**config.mk**
```make
export PLATFORM = sky130hd
export DESIGN_NAME = hazard_forward_unit
export DESIGN_NICKNAME = d
export VERILOG_FILES = /design/src/rtl/hazard_forward_unit.sv
export SDC_FILE = /design/constraint.sdc
export NUM_CORES = 1
export LEC_CHECK = 0
export BUFFER_PORTS_ARGS = -buffer_cell sky130_fd_sc_hd__buf_2
export CORE_UTILIZATION = 34
export CTS_CLUSTER_SIZE = 14
export DETAILED_ROUTE_END_ITERATION = 8
export SLEW_MARGIN = 20
export SYNTH_ARGS = -nofsm -noshare
export SYNTH_HDL_FRONTEND = slang
export SYNTH_SLANG_ARGS = --single-unit
```
**constraint.sdc**
```tcl
create_clock -name clk -period 2.4 [get_ports clk]
set_clock_uncertainty 0.05 [all_clocks]
set_input_delay 0.48 -clock clk [delete_from_list [all_inputs] [get_ports clk]]
set_output_delay 0.48 -clock clk [all_outputs]
set_load 0.03 [all_outputs]
```
**src/rtl/hazard_forward_unit.sv**
```systemverilog
// Hazard and forwarding control for the 5-stage MIPS32 pipeline.
// Shadows EX/MEM/WB to drive stalls, flushes and EX operand selects.
module hazard_forward_unit #(
   parameter int RA_W     = 5,
   parameter int LOAD_LAT = 1,
   parameter int BR_STAGE = 3,
   parameter int CNT_W    = 16
) (
   input  logic             clk,
   input  logic             reset,
   input  logic             id_valid,
   input  logic [RA_W-1:0]  id_rs,
   input  logic [RA_W-1:0]  id_rt,
   input  logic             id_use_rs,
   input  logic             id_use_rt,
   input  logic             id_regwrite,
   input  logic             id_memread,
   input  logic [RA_W-1:0]  id_wreg,
   input  logic             id_jump,
   input  logic             br_taken,
   output logic             stall,
   output logic             bubble_idex,
   output logic             flush_ifid,
   output logic             flush_idex,
   output logic             flush_exmem,
   output logic [1:0]       fwd_a,
   output logic [1:0]       fwd_b,
   output logic [CNT_W-1:0] stall_cnt,
   output logic [CNT_W-1:0] flush_cnt
);

   typedef struct packed {
      logic            valid;
      logic            regwrite;
      logic            memread;
      logic [RA_W-1:0] wreg;
      logic [RA_W-1:0] rs;
      logic [RA_W-1:0] rt;
      logic            use_rs;
      logic            use_rt;
   } ent_t;

   localparam logic BR_MEM = (BR_STAGE == 3);
   localparam logic LL2    = (LOAD_LAT == 2);

   ent_t ex_q;
   ent_t mem_q;
   ent_t wb_q;
   ent_t id_e;

   logic ld_ex;
   logic ld_mem;
   logic jmp_fl;
   logic stall_c;
   logic flush_ev;
   logic ex_load;

   function automatic logic hit(
      input ent_t            s,
      input logic [RA_W-1:0] r
   );
      return s.valid && s.regwrite &&
             (s.wreg == r) && (r != '0);
   endfunction

   function automatic logic [1:0] fsel(
      input logic            used,
      input logic [RA_W-1:0] r,
      input ent_t            m,
      input ent_t            w
   );
      if (!used)
         return 2'b00;
      if (hit(m, r))
         return m.memread ? 2'b00 : 2'b10;
      if (hit(w, r))
         return 2'b01;
      return 2'b00;
   endfunction

   // Pack the ID-stage fields into a shadow entry.
   always_comb begin
      id_e          = '0;
      id_e.valid    = id_valid;
      id_e.regwrite = id_regwrite;
      id_e.memread  = id_memread;
      id_e.wreg     = id_wreg;
      id_e.rs       = id_rs;
      id_e.rt       = id_rt;
      id_e.use_rs   = id_use_rs;
      id_e.use_rt   = id_use_rt;
   end

   assign ld_ex = ex_q.memread &
                  ((id_use_rs & hit(ex_q, id_rs)) |
                   (id_use_rt & hit(ex_q, id_rt)));

   assign ld_mem = LL2 & mem_q.memread &
                   ((id_use_rs & hit(mem_q, id_rs)) |
                    (id_use_rt & hit(mem_q, id_rt)));

   // A jump only kills the fetch slot; it is never held.
   assign jmp_fl  = id_valid & id_jump & ~br_taken;
   assign stall_c = id_valid & (ld_ex | ld_mem) &
                    ~br_taken & ~jmp_fl;
   assign flush_ev = br_taken | jmp_fl;
   assign ex_load  = id_valid & ~stall_c & ~br_taken;

   // Every control output is forced low while reset is held.
   always_comb begin
      stall       = stall_c & reset;
      bubble_idex = stall_c & reset;
      flush_ifid  = (br_taken | jmp_fl) & reset;
      flush_idex  = br_taken & reset;
      flush_exmem = BR_MEM & br_taken & reset;
   end

   // EX operand selects; MEM beats WB, a MEM load never forwards.
   always_comb begin
      fwd_a = 2'b00;
      fwd_b = 2'b00;
      if (reset && ex_q.valid) begin
         fwd_a = fsel(ex_q.use_rs, ex_q.rs, mem_q, wb_q);
         fwd_b = fsel(ex_q.use_rt, ex_q.rt, mem_q, wb_q);
      end
   end

   // Advance the shadow; bubbles and flushes enter as empty slots.
   always_ff @(posedge clk or negedge reset) begin
      if (!reset) begin
         ex_q  <= '0;
         mem_q <= '0;
         wb_q  <= '0;
      end else begin
         wb_q  <= mem_q;
         mem_q <= (BR_MEM && br_taken) ? '0 : ex_q;
         ex_q  <= ex_load ? id_e : '0;
      end
   end

   // Saturating count of stall cycles.
   always_ff @(posedge clk or negedge reset) begin
      if (!reset)
         stall_cnt <= '0;
      else if (stall_c && (stall_cnt != '1))
         stall_cnt <= stall_cnt + CNT_W'(1);
   end

   // Saturating count of redirect events, one per cycle at most.
   always_ff @(posedge clk or negedge reset) begin
      if (!reset)
         flush_cnt <= '0;
      else if (flush_ev && (flush_cnt != '1))
         flush_cnt <= flush_cnt + CNT_W'(1);
   end

   // Shadow fields that only matter for the EX entry.
   logic unused_fields;
   assign unused_fields = ^{wb_q.memread, wb_q.rs, wb_q.rt,
                            wb_q.use_rs, wb_q.use_rt,
                            mem_q.rs, mem_q.rt,
                            mem_q.use_rs, mem_q.use_rt};

endmodule

```
==> flow_summary.json <==
{
  "outcome": "finished, violations left",
  "violations": "design-rule violations, negative setup slack",
  "pwr-share-comb": 0.178,
  "hpwl_mm": 5.25,
  "p_int_uw": 2070,
  "timing.final.ws_setup_ns": -0.0487,
  "diodes": 0,
  "power.leakage_uw": 0.00200,
  "multi_input_area_um2": 1530,
  "finalHoldViolCount": 0,
  "cap_violations": 0,
  "grtUsageTotal": 0.160,
  "crit_fanout": 3,
  "root_buffer": "clkbuf_8",
  "antenna_found_initial": 0,
  "grt_pass1_wl_mm": 12.1,
  "yosys_warnings": 0,
  "clock_latency_ns": 0.34,
  "hp-class": "input pin to async pin",
  "fmax_mhz": 408,
  "chipWidth_um": 97.9,
  "rsz0062_at_grt": "yes",
  "routedWlPerCell_um": 14.4,
  "seqCellArea_um2": 1680,
  "clk_pin_slew_ns": 0.08,
  "drive_gt1_frac": 0.370,
  "p_switching_uw": 843,
  "period_needed_ns": 2.45,
  "netlist_instances": 285,
  "grt_pass1_vias": 2534,
  "path_class": "flop to output pin",
  "detailroute.via_count": 2432,
  "cts.path.max_buffers": 2,
  "area_delta_synth_final_pct": 33.3,
  "ys_ff_latch": 67,
  "period_share": 1.02,
  "synthFlopType": "dfrtp_1",
  "avgViaCountPerCell": 4.89,
  "portBuffers": 64,
  "initial_utilization": 0.355,
  "power_density_nw_per_um2": 697,
  "clock_sink_count": 67,
  "synth_edf_count": 0,
  "n_fill_cell": 811,
  "core_um2": 8810,
  "syn_avg_cell_area_um2": 11.0,
  "die_h_um": 97.9,
  "clkPwrFrac": 0.364,
  "timing.max_slew.rel_slack": 0.579,
  "crit_path_start_kind": "flop",
  "drt-pass1-iter-count": 6,
  "ir_drop_mv": 0.303,
  "syn_nets": 311,
  "dp_slack_ns": -0.186,
  "globalRouteOverflowTotal": 0,
  "grt_max_degree": 50,
  "ys_types": 34,
  "p_seq_frac": 0.457,
  "cts_made_buffers": 9,
  "rows": 34,
  "wirelength_mm": 7.14,
  "gp_congestion": 0.813,
  "finalSetupViolCount": 1,
  "route.detailed.drc": 2,
  "tightest_slew_ns": 0.631,
  "p_sw_frac": 0.290,
  "worstPathArrival_ns": 1.92,
  "drt_first_iter_violations": 65,
  "critPathCaptureType": "output pin",
  "whs_ns": 0.103,
  "htreeDepth": 3,
  "required_ns": 1.87,
  "final_common_cell": "dfrtp_1",
  "syn-cell-area_um2": 3130,
  "slew_viol_final": 0,
  "ios": 65,
  "r2r_slack_ns": 0.12,
  "most-common-layout-cells": "dfrtp_1, buf_2, buf_4",
  "synth-async-reset-ratio": 1.00,
  "cts_tree": "yes",
  "ant_nets": 0,
  "layout.nets": 410,
  "synth_seq_area_share": 0.536,
  "die_area_um2": 9590
}
[power by group through the flow]
stage | logic (µW) | registers [µW] | clock network, µW
finish | 519 | 1330 | 1060
global route | 571 | 1350 | 1140
global placement | 488 | 1350 | 0
detailed placement | 494 | 1350 | 0
floorplan | 185 | 1460 | 0
CTS | 509 | 1330 | 1090
[sequential cells by signal (all words and copies together) (netlist names)]
name	cells
stall_cnt	16
wb_q	7
flush_cnt	16
ex_q	20
mem_q	8
[cell families after synthesis]
logic type	share of synthesized area
multiplexers	0.0108
flip-flops	0.536
adder cells (fa/ha/maj)	0.00800
XOR/XNOR	0.151
AO/OA/AOI/OAI	0.0152
buffers and inverters	0.0172
AND/OR/NAND/NOR	0.262
[critical path, stage by stage (launching register included)]
cell and delay [ns]:
dfrtp_1 0.41, or4_4 0.56, nor2_4 0.11, nor4_2 0.06, nor4_2 0.25, buf_4 0.20
[worst paths after layout]
path,startpoint,endpoint,cells after the start
min in group clk,id_wreg[4],ex_q[16],2
hold reg to reg,mem_q[19],wb_q[19],0
max in group asynchronous,reset,ex_q[15],3
hold / removal,reset,flush_cnt[4],2
setup reg to reg,ex_q[12],stall_cnt[12],8
setup / recovery,ex_q[3],fwd_b[0],5
[routing by layer]
metal / GRT usage / routed length (µm) / up-vias
met5: 0 / 0 / -
met4: 0.0699 / 140 / 0
met3: 0.0293 / 251 / 12
met2: 0.263 / 3490 / 54
met1: 0.207 / 3260 / 1183
li1: - / - / 1183
[cell type report]
cell class | count | area share
Clock buffer | 12 | 0.0372
Clock inverter | 4 | 0.0174
Inverter | 4 | 0.00360
Multi-Input combinational cell | 208 | 0.368
Sequential cell | 67 | 0.402
Tap cell | 108 | 0.0324
Timing Repair Buffer | 94 | 0.139
[metrics by stage]
step,total power (µW),area [µm²],util,TNS [ns],instances
floorplan,1650,3150,-,0,285
global placement,1840,3740,0.424,-3.10,472
detailed placement,1840,3740,0.424,-3.47,472
CTS,2920,4080,0.463,-0.116,493
global route,3060,4170,0.474,-0.656,497
finish,2910,4170,0.474,-0.0487,497
[cells in the mapped netlist, types with 2 or more instances]
master,n,area [µm²]
nor3_2,4,40.0
clkbuf_1,2,7.51
ha_1,2,25.0
mux2_2,3,33.8
and4bb_2,2,25.0
inv_1,4,15.0
nand3_1,17,85.1
nor2b_1,7,43.8
dfrtp_1,67,1680
a21oi_1,2,10.0
nor4_1,8,50.1
nand2_1,17,63.8
nor3b_1,2,15.0
or2_2,3,18.8
and2_1,21,131
nand2b_1,7,43.8
xor2_1,25,219
nor4b_1,2,17.5
buf_4,2,15.0
nand4_1,16,100
or3_1,4,25.0
xnor2_1,29,254
nor3_1,5,25.0
nor2_1,20,75.1
or4_1,4,30.0
a31oi_1,2,12.5
[timing repair]
action                                  4_1_cts  5_1_grt
cloned                                        0        0
resized for setup                            16       14
setup buffers                                 5        4
hold buffers                                  0        0
endpoints found under the setup margin        5       14
pin swaps                                     7        7
No activity file was read; power rests on OpenSTA's default activity.
